`config.mk`:
```
export PLATFORM = sky130hd
export DESIGN_NAME = rgb_line_buffer_feeder
export DESIGN_NICKNAME = d
export VERILOG_FILES = /design/src/rtl/rgb_line_buffer_feeder.sv
export SDC_FILE = /design/constraint.sdc
export NUM_CORES = 1
export LEC_CHECK = 0
export BUFFER_PORTS_ARGS = -buffer_cell sky130_fd_sc_hd__buf_2
export CORE_MARGIN = 2
export CORE_UTILIZATION = 45
export CTS_BUF_LIST = sky130_fd_sc_hd__clkbuf_4 sky130_fd_sc_hd__clkbuf_8
export DETAILED_ROUTE_END_ITERATION = 10
export PLACE_DENSITY = 0.66
export SYNTH_ARGS = -nofsm -noshare
export SYNTH_HDL_FRONTEND = slang
export SYNTH_SLANG_ARGS = --single-unit
```
`constraint.sdc`:
```
create_clock -name clk -period 6.7 [get_ports clk]
set_input_delay 1.34 -clock clk [delete_from_list [all_inputs] [get_ports clk]]
set_output_delay 1.34 -clock clk [all_outputs]
set_load 0.02 [all_outputs]
```
`src/rtl/rgb_line_buffer_feeder.sv`:
```
// Raster-order RGB pixel feeder: two line buffers per channel turn a pixel
// stream into registered 3-row columns for a downstream 3x3 window engine.
module rgb_line_buffer_feeder #(
  parameter int DATA_WIDTH = 8,
  parameter int IMG_WIDTH  = 16,
  parameter int IMG_HEIGHT = 16
) (
  input  logic                    clk,
  input  logic                    rst,
  input  logic                    pix_valid,
  output logic                    pix_ready,
  input  logic [DATA_WIDTH-1:0]   pix_r,
  input  logic [DATA_WIDTH-1:0]   pix_g,
  input  logic [DATA_WIDTH-1:0]   pix_b,
  output logic                    col_valid,
  output logic [3*DATA_WIDTH-1:0] input_col_r,
  output logic [3*DATA_WIDTH-1:0] input_col_g,
  output logic [3*DATA_WIDTH-1:0] input_col_b,
  output logic                    window_done,
  output logic                    line_end,
  output logic                    frame_done
);

  localparam int XW = $clog2(IMG_WIDTH);
  localparam int YW = $clog2(IMG_HEIGHT);
  localparam int CW = 3 * DATA_WIDTH;

  typedef enum logic [1:0] {IDLE, FILL, STREAM, DONE} state_e;

  typedef struct packed {
    logic [DATA_WIDTH-1:0] r;
    logic [DATA_WIDTH-1:0] g;
    logic [DATA_WIDTH-1:0] b;
  } rgb_t;

  state_e        state_q, state_d;
  logic [XW-1:0] x_q, x_d;
  logic [YW-1:0] y_q, y_d;

  // lb0 holds row y-1, lb1 holds row y-2, both indexed by column.
  rgb_t lb0_q [IMG_WIDTH];
  rgb_t lb1_q [IMG_WIDTH];

  rgb_t          pix_in, above1, above2;
  logic          accept, last_col, last_row, emit;

  logic          col_valid_q, window_done_q, line_end_q, frame_done_q;
  logic [CW-1:0] col_r_q, col_g_q, col_b_q;

  assign pix_ready = (state_q != DONE);
  assign accept    = pix_valid && pix_ready && !rst;
  assign last_col  = (x_q == XW'(IMG_WIDTH - 1));
  assign last_row  = (y_q == YW'(IMG_HEIGHT - 1));
  assign emit      = accept && (y_q >= YW'(2));

  assign pix_in = '{r: pix_r, g: pix_g, b: pix_b};
  assign above1 = lb0_q[x_q];
  assign above2 = lb1_q[x_q];

  // NOTE: every signal gets a default before the case so no latch is inferred.
  always_comb begin
    state_d = state_q;
    x_d     = x_q;
    y_d     = y_q;

    if (accept) begin
      if (last_col) begin
        x_d = '0;
        y_d = last_row ? '0 : y_q + YW'(1);
      end else begin
        x_d = x_q + XW'(1);
      end
    end

    unique case (state_q)
      IDLE:    if (accept) state_d = FILL;
      FILL:    if (accept && last_col && y_q == YW'(1)) state_d = STREAM;
      STREAM:  if (accept && last_col && last_row) state_d = DONE;
      DONE:    state_d = IDLE;
      default: state_d = IDLE;
    endcase
  end

  // NOTE: sequential state uses non-blocking assignments so every register
  // samples the pre-edge values regardless of statement order.
  always_ff @(posedge clk) begin
    if (rst) begin
      state_q       <= IDLE;
      x_q           <= '0;
      y_q           <= '0;
      col_valid_q   <= 1'b0;
      window_done_q <= 1'b0;
      line_end_q    <= 1'b0;
      frame_done_q  <= 1'b0;
      col_r_q       <= '0;
      col_g_q       <= '0;
      col_b_q       <= '0;
    end else begin
      state_q       <= state_d;
      x_q           <= x_d;
      y_q           <= y_d;
      col_valid_q   <= emit;
      window_done_q <= emit && (x_q >= XW'(2));
      line_end_q    <= emit && last_col;
      frame_done_q  <= emit && last_col && last_row;
      if (emit) begin
        col_r_q <= {pix_in.r, above1.r, above2.r};
        col_g_q <= {pix_in.g, above1.g, above2.g};
        col_b_q <= {pix_in.b, above1.b, above2.b};
      end
    end
  end

  // NOTE: line buffers are deliberately not reset; rows 0 and 1 of every
  // frame overwrite them before any column reads them.
  always_ff @(posedge clk) begin
    if (accept) begin
      lb1_q[x_q] <= lb0_q[x_q];
      lb0_q[x_q] <= pix_in;
    end
  end

  assign col_valid   = col_valid_q;
  assign window_done = window_done_q;
  assign line_end    = line_end_q;
  assign frame_done  = frame_done_q;
  assign input_col_r = col_r_q;
  assign input_col_g = col_g_q;
  assign input_col_b = col_b_q;

endmodule

```
======== Word level (Yosys, flattened, before mapping) ========
Memories as Yosys holds them, arrays and structs flattened. A register that Yosys moved wholly into a read port is not among the register bits.
Index checks and enable logic that the tools add are counted.
storage, ports and cells
  register bits after elaboration ......... 86
  RAM bits ................................ 768
  input bits .............................. 27
  output and inout port bits .............. 77
  word-level logic and storage cells ...... 49
  memories kept ........................... 2
operators by class
  $add $sub $neg .......................... 2
  order comparisons ....................... 2
  equality and inequality tests ........... 10
  mux-type cells .......................... 10
  reduce and logical (&&, ||, !) cells .... 13
memory list
  name   words  width  read ports  clocked after Yosys merged registers in  write ports  RTL line  RTL
  lb0_q  16     24     1           1                                        1            41        rgb_t lb0_q [IMG_WIDTH];
  lb1_q  16     24     1           1                                        1            42        rgb_t lb1_q [IMG_WIDTH];
operators with widths
  kind                 number
  $mux 4               4
  $logic_and 1x1->1    9
  $add 4x1->4 const B  2
  $eq 4x4->1 const B   2
  $ge 4x2->1 const B   2
  $ne 2x2->1 const B   4
  $pmux 2 s4           1
  $mux 2               3
  $eq 2x2->1 const B   2
  $eq 4x1->1 const B   1
  $reduce_and 3->1     1
  $eq 2x1->1 const B   1
  $logic_not 2->1      1
  $mux 1               2
  $reduce_and 2->1     1
  $logic_not 1->1      1

======== Longest topological paths before layout ========
  depth in word-level cells ............... 7
  depth in mapped cells ................... 8

======== Worst setup path after synthesis ========
OpenSTA, ideal clock, no wires.
  kind .................................... in2reg
  start point ............................. in pix_valid
  end point ............................... mem lb0_q[0][0] in the netlist's numbering, enable pin
  library setup time ...................... 0.513 ns
  arrival time ............................ 5.096 ns
  path slack .............................. 1.091 ns
  stages on the path ...................... 3
  path buffers ............................ 0
  cells stage by stage .................... nor3b_4 nand2_1 nor3_1
on the way
  word-level cells in the longest chain between the ends .. 4
RTL lines
  item                             RTL line  RTL
  start: declaration               10        input logic pix_valid,
  $logic_and 1x1->1 (2 in series)  51        assign accept = pix_valid && pix_ready && !rst;
  $mux 1                           117       if (accept) begin
  $mux 1 (not written as such)     119       lb0_q[x_q] <= pix_in;
  end: declaration                 41
Every way passes these cells.

======== Worst setup path after layout ========
  start point ............................. reg x_q[1]
  end point ............................... mem lb1_q[11][5] in the netlist's numbering, enable pin
RTL lines
  item                      RTL line  RTL
  start: declaration        37        logic [XW-1:0] x_q, x_d;
  start signal: assignment  89        x_q <= '0;
  start signal: assignment  100       x_q <= x_d;
  end: declaration          42
No word-level cell before the write port.

==> metrics <==
status=finished, final reports clean; drc violations=0; area of the multi-input gates=7262 um^2; Total Power=0.01110 W; layout cells sized above 1=0.2530; Synth async-reset ratio=0; top sig layer=met5; Netlist cell types=50; Clock Tree Buf Depth=3; Initial Utilization=0.4561; vias in the first global route=17320; Fillers=5759; num rows=98; crit path DAT=3.94 ns; WS Path Type=reg2reg; clock slew at reported path FFs=0.06 ns; Synthesis Warnings=0; met3 wire length=5704 um; critical-path cell list=ha_1 > nand4bb_1 > nor2_4 > buf_4; Layout Skew=0.04380 ns; Avg Inst Size Synth=18.95 um^2; number of iterations in the first detailed-routing pass=8; final setup violating endpoints=0; Slowest cell on crit path=nor2_4; Final GP Congestion=0.7866; pin count of the biggest net entering global routing=81; sequential element share of the synthesized area=0.7600; met2 WL=36280 um; Worst-Margin Slew=1.220 ns; Die X-Extent=273.6 um; crit end category=flip-flop; Worst-Skew Late Latency=0.81 ns; clock sink count=858; I/O pin count=104; Pwr Density=300.1 nW/um^2; max incr delay on CP=1.06 ns; dominant synthesized flop cell=edfxtp_1; Worst Setup SP=x_q[1]$_SDFFE_PP0P_; crit path time final=3.502 ns; cts hold-fix bufs=0; DRT antenna net count=0; PostCTS Resize Cnt=0; Post-synth EDFFs=768; RR Startpoint=x_q[1]$_SDFFE_PP0P_; Overflow after GRT=0; CTS Buf Count=138; setup tns final=0 ns; Die Ht=273.6 um; relative slew slack=0.1870; core area=71730 um^2; CP top delay family=simple AND/OR/NAND/NOR gates; Max Fclk=285.5 MHz; htree depth=4; unrepaired setup endpoints after global routing=no; Final Cycle Share=0.5227; Max-Cap Viols=0; Post CTS Setup Buffer Count=0; Startpoint Class=flip-flop; WL met1=31450 um; flip-flop and latch area=24880 um^2; Hold Crit Start=input_col_b[19]$_SDFFE_PP0P_; via count=17000; WP data required=7.14 ns; final hold viol count=0; worst slack, placed=2.583 ns; Syn-to-layout area delta=13.06%; P_leak=11.89 nW; drt first-iter violations=1681; crit path buf inv count=1; wire length of the first global-routing pass=111400 um; Post-DP HPWL=43370 um; placed cells=2719; final setup margin=3.198 ns; die area=74870 um^2; wire length per cell=25.18 um; Max FO, Critical Path=45; Final Net Count=1947; Clock Tree Root=clkbuf_8; Cells after Synth=1726; CTS tree=done; initial antenna violation count=2; Post-Syn Area=32720 um^2; Post-Synthesis Net Count=1764; Yosys reg bits=858; Tot GR Track Use=0.2041; vias per cell=5.713; overall routed net length=74920 um; max-slew violations=0; PortBufs=103; worst vdd ir=0.0002110 V; Non-Filler Instances=2975; HP Class=reg2reg; hold_ws=0.4542 ns
## report_power, final
| group | switching (W) | internal, W |
|---|---|---|
| Combinational | 0.000437 | 0.000248 |
| Sequential | 0.0000592 | 0.00597 |
| Clock | 0.00205 | 0.00234 |
## path summary, 6_finish.rpt
kind                                                     end  slack, ns  cells past startpoint
worst max-delay path                  lb1_q[11][5]$_DFFE_PP_       3.20                      4
worst min-delay path            input_col_b[19]$_SDFFE_PP0P_       0.45                      2
worst max register to register        lb1_q[11][5]$_DFFE_PP_       3.20                      4
worst min register to register  input_col_b[19]$_SDFFE_PP0P_       0.45                      2
## cell families (layout without fill, tap and decap cells)
kind of cell,count (synthesis),in the layout,share of synthesized area
AO/OA/AOI/OAI,206,206,0.04693
XOR/XNOR,4,4,0.001071
adder cells (fa/ha/maj),11,11,0.004207
buffers and inverters,128,426,0.02184
flip-flops,858,858,0.7600
multiplexers,287,287,0.1327
other,0,1,0
AND/OR/NAND/NOR,232,232,0.03320
## Yosys cell counts, drive strengths merged (3+ instances only)
master / count / area share
nand2: 84 / 0.0096
nor3: 9 / 0.0014
dfxtp: 90 / 0.055
o21ai: 6 / 0.00092
nor2: 69 / 0.0079
inv: 29 / 0.0033
mux4: 116 / 0.080
edfxtp: 768 / 0.70
nor2b: 6 / 0.0014
a211oi: 45 / 0.010
ha: 11 / 0.0042
a221oi: 6 / 0.0016
nand3: 9 / 0.0014
mux2i: 171 / 0.052
or2: 18 / 0.0034
buf: 62 / 0.014
o22ai: 21 / 0.0040
nand2b: 5 / 0.00096
a222oi: 24 / 0.0073
a21oi: 46 / 0.0070
a22oi: 26 / 0.0060
and2: 3 / 0.00057
a311oi: 9 / 0.0036
clkbuf: 37 / 0.0047
o31a: 18 / 0.0048
and3: 19 / 0.0036
## per-layer routing
layer,up-vias,global-route usage
li1,7346,-
met1,8858,0.2772
met2,694,0.3277
met3,97,0.04930
met4,2,0.06241
met5,-,0
## metrics by stage
stage	utilization	instance area (um^2)
finish	0.5156	36990
global route	0.5156	36990
CTS	0.5156	36990
detailed placement	0.4776	34260
global placement	0.4776	34260
floorplan	-	32720
## sequential cells by signal, indices dropped and copies added, names as in the netlist, named ones only
signal and flops:
frame_done 1, col_valid 1, lb1_q 384, x_q 4, line_end 1, window_done 1, y_q 4, state_q 2
input_col_g 24, lb0_q 384, input_col_b 24, input_col_r 24
## tightest hold or removal path, stage by stage, from the launching register on
cell and delay, ns:
dfxtp_1 0.31, nand2_1 0.05, a21oi_1 0.05
## cell type report
type                       count  area share
sequential                   858      0.6728
multi-input combinational    740      0.1963
clock buffer                 189     0.06373
tap                          950     0.03214
timing repair buffer         142     0.02192
clock inverter                66     0.01008
inverter                      29    0.002977
antenna                        1  0.00006765
## placed cells by master (no fill, tap or decap), types with 12 or more instances in the layout
master and instances:
clkinv_1 32, a21oi_1 46, o22ai_1 21, buf_4 40
nand2_1 84, a222oi_1 24, inv_1 28, nor2_4 12
or2_1 18, mux2i_1 171, nor2_1 55, dfxtp_1 84
buf_2 102, mux4_2 111, edfxtp_1 768, a211oi_1 45
clkbuf_8 150, clkinv_2 22, o31a_1 18, a22oi_1 26
clkbuf_4 39, and3_1 19
(Power assumes the default switching activity.)
